**config.mk**
```make
export PLATFORM = sky130hd
export DESIGN_NAME = mipi_packet_deframer
export DESIGN_NICKNAME = d
export VERILOG_FILES = /design/src/rtl/mipi_packet_deframer.sv
export SDC_FILE = /design/constraint.sdc
export NUM_CORES = 1
export LEC_CHECK = 0
export BUFFER_PORTS_ARGS = -buffer_cell sky130_fd_sc_hd__buf_4
export CORE_AREA = 5 5 201 203
export DETAILED_ROUTE_END_ITERATION = 12
export DIE_AREA = 0 0 206 208
export PLACE_DENSITY = 0.85
export SLEW_MARGIN = 20
export SYNTH_ARGS = -nofsm -noshare
export SYNTH_HDL_FRONTEND = slang
export SYNTH_SLANG_ARGS = --single-unit
```
**constraint.sdc**
```tcl
create_clock -name rx_pixel_clk -period 13.1 [get_ports rx_pixel_clk]
set_clock_uncertainty 0.05 [all_clocks]
set_input_delay 0.655 -clock rx_pixel_clk [delete_from_list [all_inputs] [get_ports rx_pixel_clk]]
set_output_delay 0.655 -clock rx_pixel_clk [all_outputs]
set_load 0.03 [all_outputs]
```
**src/rtl/mipi_packet_deframer.sv**
```systemverilog
// Receive-side MIPI deframer: hunts for SOF, decodes the two-beat header and assembles the
// advertised payload beats into a wide buffer held under a valid/ack handshake.
module mipi_packet_deframer #(
    parameter int unsigned BEAT_BYTES  = 6,
    parameter int unsigned MAX_BYTES   = 48,
    parameter logic [23:0] SOF         = 24'hEAFF99,
    parameter bit          SWAP_HALVES = 1'b1,
    parameter int unsigned TIMEOUT     = 255
) (
    input  logic                    rx_pixel_clk,
    input  logic                    rx_rst,
    input  logic [BEAT_BYTES*8-1:0] packet,
    input  logic                    my_mipi_rx_VALID,
    input  logic                    data_ack,
    output logic [MAX_BYTES*8-1:0]  data,
    output logic                    data_available,
    output logic [23:0]             pkt_id,
    output logic [7:0]              dtype,
    output logic [31:0]             dlen,
    output logic [7:0]              phl_id,
    output logic                    err_len,
    output logic                    err_timeout,
    output logic                    err_overrun,
    output logic [15:0]             frame_count
);

    localparam int unsigned W         = BEAT_BYTES * 8;
    localparam int unsigned DW        = MAX_BYTES * 8;
    localparam int unsigned MAX_BEATS = MAX_BYTES / BEAT_BYTES;
    localparam int unsigned BL_W      = $clog2(MAX_BEATS + 1);
    localparam logic [15:0] STALL_MAX = 16'(TIMEOUT - 1);

    localparam logic [1:0] StIdle = 2'd0;
    localparam logic [1:0] StHdr  = 2'd1;
    localparam logic [1:0] StData = 2'd2;
    localparam logic [1:0] StHold = 2'd3;

    logic [1:0]      state_q, state_d;
    logic [DW-1:0]   data_q, data_d;
    logic            avail_q, avail_d;
    logic [23:0]     pkt_id_q, pkt_id_d;
    logic [7:0]      dtype_q, dtype_d;
    logic [31:0]     dlen_q, dlen_d;
    logic [7:0]      phl_id_q, phl_id_d;
    logic            err_len_q, err_len_d;
    logic            err_timeout_q, err_timeout_d;
    logic            err_overrun_q, err_overrun_d;
    logic [15:0]     frame_count_q, frame_count_d;
    logic [BL_W-1:0] beats_left_q, beats_left_d;
    logic [15:0]     stall_q, stall_d;

    logic            sof_hit;
    logic [31:0]     hdr_dlen;
    logic [31:0]     beats_calc;
    logic [W-1:0]    beat_stored;

    assign sof_hit     = my_mipi_rx_VALID && (packet[W-1:W-24] == SOF);
    assign hdr_dlen    = packet[W-9:W-40];
    assign beats_calc  = (hdr_dlen + 32'(BEAT_BYTES - 1)) / 32'(BEAT_BYTES);
    assign beat_stored = SWAP_HALVES ? {packet[W/2-1:0], packet[W-1:W/2]} : packet;

    always_comb begin
        state_d       = state_q;
        data_d        = data_q;
        avail_d       = avail_q;
        pkt_id_d      = pkt_id_q;
        dtype_d       = dtype_q;
        dlen_d        = dlen_q;
        phl_id_d      = phl_id_q;
        err_len_d     = 1'b0;
        err_timeout_d = 1'b0;
        err_overrun_d = 1'b0;
        frame_count_d = frame_count_q;
        beats_left_d  = beats_left_q;
        stall_d       = stall_q;

        case (state_q)
            StIdle: begin
                if (sof_hit) begin
                    pkt_id_d = packet[W-25:W-48];
                    stall_d  = '0;
                    state_d  = StHdr;
                end
            end
            StHdr: begin
                if (my_mipi_rx_VALID) begin
                    dtype_d  = packet[W-1:W-8];
                    dlen_d   = hdr_dlen;
                    phl_id_d = packet[W-41:W-48];
                    stall_d  = '0;
                    if (hdr_dlen == 32'd0 || hdr_dlen > 32'(MAX_BYTES)) begin
                        err_len_d = 1'b1;
                        state_d   = StIdle;
                    end else begin
                        data_d       = '0;
                        beats_left_d = BL_W'(beats_calc);
                        state_d      = StData;
                    end
                end
            end
            StData: begin
                if (my_mipi_rx_VALID) begin
                    stall_d      = '0;
                    data_d       = (data_q << W) | DW'(beat_stored);
                    beats_left_d = beats_left_q - 1'b1;
                    if (beats_left_q == BL_W'(1)) begin
                        avail_d       = 1'b1;
                        frame_count_d = frame_count_q + 16'd1;
                        state_d       = StHold;
                    end
                end
            end
            StHold: begin
                if (data_ack) begin
                    avail_d = 1'b0;
                    // Zero-bubble: an SOF in the ack cycle starts the next frame directly.
                    if (sof_hit) begin
                        pkt_id_d = packet[W-25:W-48];
                        stall_d  = '0;
                        state_d  = StHdr;
                    end else begin
                        state_d = StIdle;
                    end
                end else if (sof_hit) begin
                    err_overrun_d = 1'b1;
                end
            end
            default: state_d = StIdle;
        endcase

        if ((state_q == StHdr || state_q == StData) && !my_mipi_rx_VALID) begin
            if (stall_q == STALL_MAX) begin
                err_timeout_d = 1'b1;
                stall_d       = '0;
                state_d       = StIdle;
            end else begin
                stall_d = stall_q + 16'd1;
            end
        end
    end

    always_ff @(posedge rx_pixel_clk) begin
        if (rx_rst) begin
            state_q       <= StIdle;
            data_q        <= '0;
            avail_q       <= 1'b0;
            pkt_id_q      <= '0;
            dtype_q       <= '0;
            dlen_q        <= '0;
            phl_id_q      <= '0;
            err_len_q     <= 1'b0;
            err_timeout_q <= 1'b0;
            err_overrun_q <= 1'b0;
            frame_count_q <= '0;
            beats_left_q  <= '0;
            stall_q       <= '0;
        end else begin
            state_q       <= state_d;
            data_q        <= data_d;
            avail_q       <= avail_d;
            pkt_id_q      <= pkt_id_d;
            dtype_q       <= dtype_d;
            dlen_q        <= dlen_d;
            phl_id_q      <= phl_id_d;
            err_len_q     <= err_len_d;
            err_timeout_q <= err_timeout_d;
            err_overrun_q <= err_overrun_d;
            frame_count_q <= frame_count_d;
            beats_left_q  <= beats_left_d;
            stall_q       <= stall_d;
        end
    end

    assign data           = data_q;
    assign data_available = avail_q;
    assign pkt_id         = pkt_id_q;
    assign dtype          = dtype_q;
    assign dlen           = dlen_q;
    assign phl_id         = phl_id_q;
    assign err_len        = err_len_q;
    assign err_timeout    = err_timeout_q;
    assign err_overrun    = err_overrun_q;
    assign frame_count    = frame_count_q;

endmodule

```
==> parameters.txt, run 1 <==
Parameter                              Value

Worst setup path
  Crit end category    flop
  Largest incremental delay on the critical path    0.94 ns
  Kind of critical path    in2reg
  Slowest stage cell, crit path    sky130_fd_sc_hd__or4_1
  Worst EP required    13.57 ns
  Crit path arrival time    9.20 ns
  Worst-path maximum fanout    15
  Flop2flop setup slack    7.91 ns
  Depth of the worst register-to-register path    9
  Reg2Reg Launch Point    state_q[0]$_SDFF_PP0_
  End of the worst register-to-register path    data[47]$_SDFFE_PP0P_
  Kind of start point of the critical path    primary input

Clock tree
  Clock tree from TritonCTS    built
  H-tree depth reported by CTS    2
  Post-CTS Resized    0
  Deepest clock path buffer count    3
  Clk root buf    sky130_fd_sc_hd__clkbuf_16
  Clock slew seen by the registers of the worst setup and hold paths    0.06 ns
  Number of clock buffers inserted by TritonCTS    48
  Post-CTS setup buffer count    0
  Clock net sink count    498
  Clock insertion delay at the later pin of the skew report    0.60 ns
  Quantity of hold-fixing buffers added after cts    0

Synthesis
  Post-Synth Simple-Gate Area    0.273
  Number of synthesized flops with an enable pin    0
  Largest family of logic cells by synthesized area    simple AND/OR/NAND/NOR gates
  Largest area contributor in the synthesized netlist    sky130_fd_sc_hd__dfxtp_1
  Register bit count reported by yosys    498
  Fraction of synthesized area in multiplexers    0.0163
  Adder-cell share of the synthesized area    0.00740
  Xor-xnor portion of the synthesized cell area    0.0297
  Warnings from Yosys    0
  Share of flip-flops with an asynchronous set or reset    0
  Top cells by area in the synthesized netlist    sky130_fd_sc_hd__dfxtp_1 (45%), sky130_fd_sc_hd__a21oi_1 (10%), sky130_fd_sc_hd__nand2_1 (9.5%)
  Syn avg cell area    7.88 um^2
  Synth Area in Compound Gates    0.171
  Cell count after synthesis    2,790
  Portion of synthesized cell area occupied by the leading cell type    0.454
  Seq/Total Area, Yosys    0.454
  Top_reg_cell synth    sky130_fd_sc_hd__dfxtp_1
  Post-Syn Nets    2,855
  Cell area after technology mapping    22,000 um^2
  Count of different cell masters after synthesis    106

Layout
  Count of nets after finishing    3,207
  Share of layout cells above drive strength 1    0.213
  Count of antenna diodes in the layout    0
  Signed area change from the synthesized netlist to the final layout    24.4%
  Fill cell instance count of the final layout    2,983
  Cell area after layout    27,300 um^2

Global routing
  Antenna violations before repair    0
  Largest net degree at the start of global routing    252
  Overall Global Routing Usage    0.352
  First-pass GRT wire length    122,000 um
  Via count of the first global-routing pass    20,800
  Grt ovf    0

Floorplan
  Floorplan die width    206 um
  Overall die area    42,800 um^2
  Starting density of the core    0.574
  Std-Cell Rows    72
  Boundary pin count    528
  Placeable Area    38,300 um^2
  Chip Height    208 um

Route
  Final antenna-violating net count    0
  Detailed-router iteration count before antenna repair    6
  Iteration-0 DRC count of the detailed router    2,971
  Per-cell routed wire length    21.7 um
  Via/cell ratio    6.13
  Sum of routed wire length over all layers    80,200 um
  Total number of vias    22,700
  DR DRC count    0

Placement
  Gpl congestion    0.977
  Estimated wirelength of the detail-placed design    56,500 um
  Post-placement cell area    25,800 um^2
  Buffers added on ports    527

Timing
  Setup repair after global routing missed its margin    false
  Ratio of final minimum period to clock period    0.666
  Final slew viol count    0
  Slew headroom    0.177
  Setup TNS Final    0 ns
  Hold Vio Cnt, Final    0
  Maximum clock frequency    115 MHz
  Setup-violating endpoint count in the final report    0
  Crit path time final    8.72 ns
  Pin slew with the least headroom to its limit    1.23 ns

Outcome
  Outcome    finished clean

Min path
  Path type of the worst min-delay path    in2reg
  Min-Delay Endpoint    pkt_id[1]$_SDFFE_PP0P_
  WHS Path Cells    3
  HP Start    packet[1]

Power
  Power per standard cell area    118 nW/um^2
  P_leak    10.3 nW
  Worst ir drop on vdd    0.0947 mV

Run
  Number of violations of the max-capacitance limit    0
[Yosys cell counts, types with 11 or more instances]
| cell | instances |
|---|---|
| sky130_fd_sc_hd__or3_1 | 13 |
| sky130_fd_sc_hd__buf_4 | 16 |
| sky130_fd_sc_hd__xor2_1 | 39 |
| sky130_fd_sc_hd__dfxtp_1 | 498 |
| sky130_fd_sc_hd__a31oi_1 | 12 |
| sky130_fd_sc_hd__inv_1 | 19 |
| sky130_fd_sc_hd__nand2_1 | 555 |
| sky130_fd_sc_hd__nand3_1 | 416 |
| sky130_fd_sc_hd__nor2_1 | 123 |
| sky130_fd_sc_hd__nor4_1 | 19 |
| sky130_fd_sc_hd__nand4_1 | 38 |
| sky130_fd_sc_hd__and2_1 | 12 |
| sky130_fd_sc_hd__mux2i_1 | 31 |
| sky130_fd_sc_hd__nor3_1 | 28 |
| sky130_fd_sc_hd__a21oi_1 | 456 |
| sky130_fd_sc_hd__clkbuf_1 | 201 |
| sky130_fd_sc_hd__buf_2 | 12 |
| sky130_fd_sc_hd__o211ai_1 | 11 |
| sky130_fd_sc_hd__ha_1 | 13 |
| sky130_fd_sc_hd__o21ai_0 | 22 |
| sky130_fd_sc_hd__xnor2_1 | 33 |
[power by group]
group / leakage [nW] / internal [mW] / total (mW) / switching [mW]
registers: 4.01 / 1.52 / 1.52 / 0.00194
logic: 5.53 / 0.0922 / 0.333 / 0.240
clock network: 0.760 / 0.778 / 1.37 / 0.590
[stage by stage]
stage	power (mW)	std cells	utilization	setup WS (ns)	hold slack (ns)
6_report	3.22	3694	0.714	4.38	0.276
5_1_grt	3.31	3694	0.714	3.82	0.279
4_1_cts	3.22	3694	0.714	4.53	0.258
3_5_place_dp	1.87	3610	0.673	3.95	0.397
3_3_place_gp	1.87	3610	0.673	4.12	0.388
2_1_floorplan	1.80	2790	-	5.44	0.421
[worst max-delay path by stage]
| stage | to | start |
|---|---|---|
| 2_1_floorplan | beats_left_q[2]$_SDFFE_PP0P_ | packet[13] |
| 3_3_place_gp | beats_left_q[1]$_SDFFE_PP0P_ | packet[8] |
| 3_5_place_dp | beats_left_q[1]$_SDFFE_PP0P_ | packet[8] |
| 4_1_cts | beats_left_q[1]$_SDFFE_PP0P_ | packet[8] |
| 5_1_grt | beats_left_q[1]$_SDFFE_PP0P_ | packet[8] |
| 6_report | beats_left_q[1]$_SDFFE_PP0P_ | packet[20] |
[kinds of logic after synthesis]
kind of cell,Yosys count
AO/OA/AOI/OAI,626
flip-flops,498
AND/OR/NAND/NOR,1283
adder cells (fa/ha/maj),13
buffers and inverters,262
XOR/XNOR,73
multiplexers,35
[placed cells by master (no fill, tap or decap), types with 11 or more instances in the layout]
cell type                     n
sky130_fd_sc_hd__and2_1      11
sky130_fd_sc_hd__o21ai_0     22
sky130_fd_sc_hd__ha_1        12
sky130_fd_sc_hd__nor3_1      28
sky130_fd_sc_hd__o211ai_1    11
sky130_fd_sc_hd__xnor2_1     33
sky130_fd_sc_hd__nor4_1      19
sky130_fd_sc_hd__clkbuf_16   49
sky130_fd_sc_hd__buf_4      538
sky130_fd_sc_hd__nor2_1     123
sky130_fd_sc_hd__nand4_1     38
sky130_fd_sc_hd__inv_1       19
sky130_fd_sc_hd__a21oi_1    456
sky130_fd_sc_hd__dfxtp_1    498
sky130_fd_sc_hd__or3_1       13
sky130_fd_sc_hd__mux2i_1     31
sky130_fd_sc_hd__clkbuf_1    15
sky130_fd_sc_hd__clkbuf_8    12
sky130_fd_sc_hd__nand2_1    554
sky130_fd_sc_hd__a31oi_1     12
sky130_fd_sc_hd__nand3_1    416
sky130_fd_sc_hd__xor2_1      39
[registers in the layout (all words and copies together), names as in the netlist]
| register | count |
|---|---|
| err_len | 1 |
| data_available | 1 |
| dtype | 8 |
| stall_q | 16 |
| dlen | 32 |
| pkt_id | 24 |
| state_q | 2 |
| frame_count | 16 |
| data | 384 |
| beats_left_q | 4 |
| phl_id | 8 |
| err_overrun | 1 |
| err_timeout | 1 |
[routing by layer]
| layer | track usage | routed length, um | vias up |
|---|---|---|---|
| met2 | 0.539 | 36400 | 1200 |
| met4 | 0.207 | 5320 | 0 |
| met1 | 0.458 | 30900 | 10800 |
| met5 | 0 | 0 | - |
| met3 | 0.0719 | 7610 | 240 |
| li1 | - | - | 10400 |
[layout make-up]
class	count	area, um^2	share of cell area
Clock buffer	76	1450	0.0530
Sequential cell	498	9970	0.365
Timing Repair Buffer	543	4130	0.151
Clock inverter	8	105	0.00384
Inverter	21	78.8	0.00288
Tap cell	518	648	0.0237
Multi-Input combinational cell	2030	11000	0.401
[critical path: cells and delay by family]
kind / cells / cell delay (ns)
AO/OA/AOI/OAI: 15 / 4.33
XOR/XNOR: 1 / 0.20
buffers and inverters: 1 / 0.16
multiplexers: 4 / 1.27
AND/OR/NAND/NOR: 7 / 2.58
No activity file was read; power rests on OpenSTA's default activity.
==> run 2, diff against run 1 <==
--- a/config.mk
+++ b/config.mk
@@ -6,10 +6,10 @@
 export NUM_CORES = 1
 export LEC_CHECK = 0
 export BUFFER_PORTS_ARGS = -buffer_cell sky130_fd_sc_hd__buf_4
-export CORE_AREA = 5 5 201 203
+export CORE_AREA = 5 5 218 220
 export DETAILED_ROUTE_END_ITERATION = 12
-export DIE_AREA = 0 0 206 208
-export PLACE_DENSITY = 0.85
+export DIE_AREA = 0 0 223 225
+export PLACE_DENSITY = 0.76
 export SLEW_MARGIN = 20
 export SYNTH_ARGS = -nofsm -noshare
 export SYNTH_HDL_FRONTEND = slang
==> constraint.sdc (replaced) <==
create_clock -name rx_pixel_clk -period 7.1 [get_ports rx_pixel_clk]
set_clock_uncertainty 0.05 [all_clocks]
set_input_delay 0.355 -clock rx_pixel_clk [delete_from_list [all_inputs] [get_ports rx_pixel_clk]]
set_output_delay 0.355 -clock rx_pixel_clk [all_outputs]
set_load 0.03 [all_outputs]
==> run 2 against run 1 <==
Compared with the run above: the flow now finishes with violations (setup timing); combinational power grew 150%; total power grew 96%; register-to-register slack lost 5.1 ns; clock-buffer cell count shrank 1; hold slack lost 0.17 ns; die area grew 17%; routed wire length grew 6.4%; first-iteration DRC count grew 7.4%; utilization shrank 5.6 points; sequential share of layout area shrank 2.9 points; final cell count grew 7.7%; clock power grew 95%; critical path type unchanged; largest power group unchanged.
==> parameters.txt, run 2 (synthesis gave the netlist of run 1 again) <==
Parameter                              Value

Outcome
  Outcome    finished, violations left
  Violated checks    setup timing

Clock tree
  Clock insertion delay at the later pin of the skew report    0.61 ns
  Clock tree from TritonCTS    built
  Clock net sink count    498
  Number of clock buffers inserted by TritonCTS    50
  H-tree depth reported by CTS    2
  Clk root buf    sky130_fd_sc_hd__clkbuf_16
  Clock slew seen by the registers of the worst setup and hold paths    0.06 ns
  Deepest clock path buffer count    3

Route
  Sum of routed wire length over all layers    85,300 um
  Iteration-0 DRC count of the detailed router    3,191
  Detailed-router iteration count before antenna repair    9
  Per-cell routed wire length    21.4 um
  Final antenna-violating net count    0
  Total number of vias    23,400
  Via/cell ratio    5.88
  DR DRC count    0

Worst setup path
  Flop2flop setup slack    2.85 ns
  Kind of start point of the critical path    primary input
  Kind of critical path    in2reg
  Worst-path maximum fanout    7
  End of the worst register-to-register path    data[208]$_SDFFE_PP0P_
  Largest incremental delay on the critical path    0.58 ns
  Worst EP required    7.49 ns
  Depth of the worst register-to-register path    8
  Slowest stage cell, crit path    sky130_fd_sc_hd__or4_4
  Buffers plus inverters on the worst setup path    5
  Source of the critical timing path    packet[20]
  Dominant delay contributor by cell family on the critical path    compound AO/OA/AOI/OAI gates
  Crit end category    flop
  Crit path arrival time    7.58 ns
  Reg2Reg Launch Point    state_q[0]$_SDFF_PP0_

Global routing
  Largest net degree at the start of global routing    249
  Overall Global Routing Usage    0.309
  Global-route met2 utilization    0.512
  First-pass GRT wire length    125,000 um
  Met3 layer usage reported by global route    0.0486
  Most congested layer reported by global routing    met2
  Global-route track usage on met1    0.408
  Via count of the first global-routing pass    21,200
  Antenna violations before repair    0
  Grt ovf    0

Placement
  Post-placement cell count    3,852
  Gpl congestion    0.952
  Estimated wirelength of the detail-placed design    60,800 um
  Buffers added on ports    527

Run
  Number of violations of the max-capacitance limit    0

Min path
  Min-Delay Endpoint    err_overrun$_SDFF_PP0_
  HP Start    data_ack
  WHS Path Cells    3
  Path type of the worst min-delay path    in2reg

Layout
  Share of layout cells above drive strength 1    0.276
  Count of antenna diodes in the layout    0
  Most common cell after layout, fill and taps aside    sky130_fd_sc_hd__buf_4
  Count of nets after finishing    3,409
  Number of flip-flops in the largest register    384
  Number of non-filler instances in the completed layout    3,980
  Signed area change from the synthesized netlist to the final layout    35.0%
  Most used cells in the layout excluding fill and tap cells    sky130_fd_sc_hd__buf_4 (707), sky130_fd_sc_hd__nand2_1 (551), sky130_fd_sc_hd__dfxtp_1 (498)

Timing
  Final worst-path setup slack    -0.0895 ns
  Final slew viol count    0
  Ratio of final minimum period to clock period    1.01
  Setup repair after global routing missed its margin    true
  Setup-violating endpoint count in the final report    3
  Hold Vio Cnt, Final    0
  Pin slew with the least headroom to its limit    1.16 ns
  Maximum clock frequency    139 MHz
  Fin Hold WS    0.108 ns
  Crit path time final    7.19 ns
  Slew headroom    0.224

Power
  Worst ir drop on vdd    0.182 mV
  Internal Pwr Total    4.64 mW
  Part of the total power dissipated in combinational logic    0.132
  Relative contribution of sequential cells to total power    0.444
  Clock share of power    0.424
  Proportion of total power due to net switching    0.263
  Power per standard cell area    213 nW/um^2
  P_leak    11.4 nW
  Switching power summed over all nets    1.66 mW

Floorplan
  Floorplan die width    223 um
  Std-Cell Rows    78
  Placeable Area    45,100 um^2
  Overall die area    50,200 um^2
  Boundary pin count    528
  Starting density of the core    0.487
  Chip Height    225 um
run 2: per-layer routing:
layer	wire length (um)	up-vias
li1	-	10800
met1	34600	11200
met2	40400	1164
met3	6630	206
met4	3700	0
met5	0	-
run 2: worst max path at each step:
stage,end,cells after the start,slack (ns)
floorplan,beats_left_q[2]$_SDFFE_PP0P_,32,-0.07
global placement,beats_left_q[2]$_SDFFE_PP0P_,30,-0.42
detailed placement,beats_left_q[2]$_SDFFE_PP0P_,33,-0.77
CTS,beats_left_q[2]$_SDFFE_PP0P_,30,0.01
global route,beats_left_q[2]$_SDFFE_PP0P_,30,-0.41
finish,beats_left_q[0]$_SDFFE_PP0P_,30,-0.09
run 2: area by class of cell:
type	instances	area [um^2]
Tap cell	600	751
Clock inverter	13	163
Inverter	21	78.8
Timing Repair Buffer	742	5740
Fill cell	3830	15400
Multi-Input combinational cell	2031	11500
Sequential cell	498	9970
Clock buffer	75	1510
run 2: metrics by stage:
step	setup WS [ns]	util	instance area (um^2)	total power, mW	TNS, ns
floorplan	-0.0676	-	22100	3.34	-0.140
CTS	0.0122	0.646	29100	6.24	0
finish	-0.0895	0.658	29700	6.30	-0.236
detailed placement	-0.771	0.603	27200	3.58	-2.65
global placement	-0.425	0.603	27200	3.56	-1.34
global route	-0.411	0.658	29700	6.50	-1.21
run 2: repair_timing:
action | in CTS | in global routing
endpoints found under the hold margin | 36 | 0
pin swaps | 1 | 61
gates resized for setup | 12 | 76
cloned | 0 | 1
setup endpoints to repair | 3 | 4
setup buffers | 3 | 18
hold buffers | 18 | 0
run 2: power groups by stage:
stage / logic [mW] / registers, mW / clock network, mW
global placement: 0.700 / 2.86 / 0
global route: 0.880 / 2.80 / 2.82
detailed placement: 0.715 / 2.86 / 0
CTS: 0.734 / 2.80 / 2.70
floorplan: 0.474 / 2.86 / 0
finish: 0.832 / 2.80 / 2.67
run 2: worst reg2reg max path, cell delays in order (launching register included):
cell                       delay (ns)
sky130_fd_sc_hd__dfxtp_1         0.33
sky130_fd_sc_hd__inv_1           0.17
sky130_fd_sc_hd__ha_4            0.75
sky130_fd_sc_hd__clkinv_1        0.53
sky130_fd_sc_hd__nor2_1          0.40
sky130_fd_sc_hd__o21a_4          0.76
sky130_fd_sc_hd__buf_4           0.72
sky130_fd_sc_hd__nand3_1         0.22
sky130_fd_sc_hd__a21oi_1         0.22
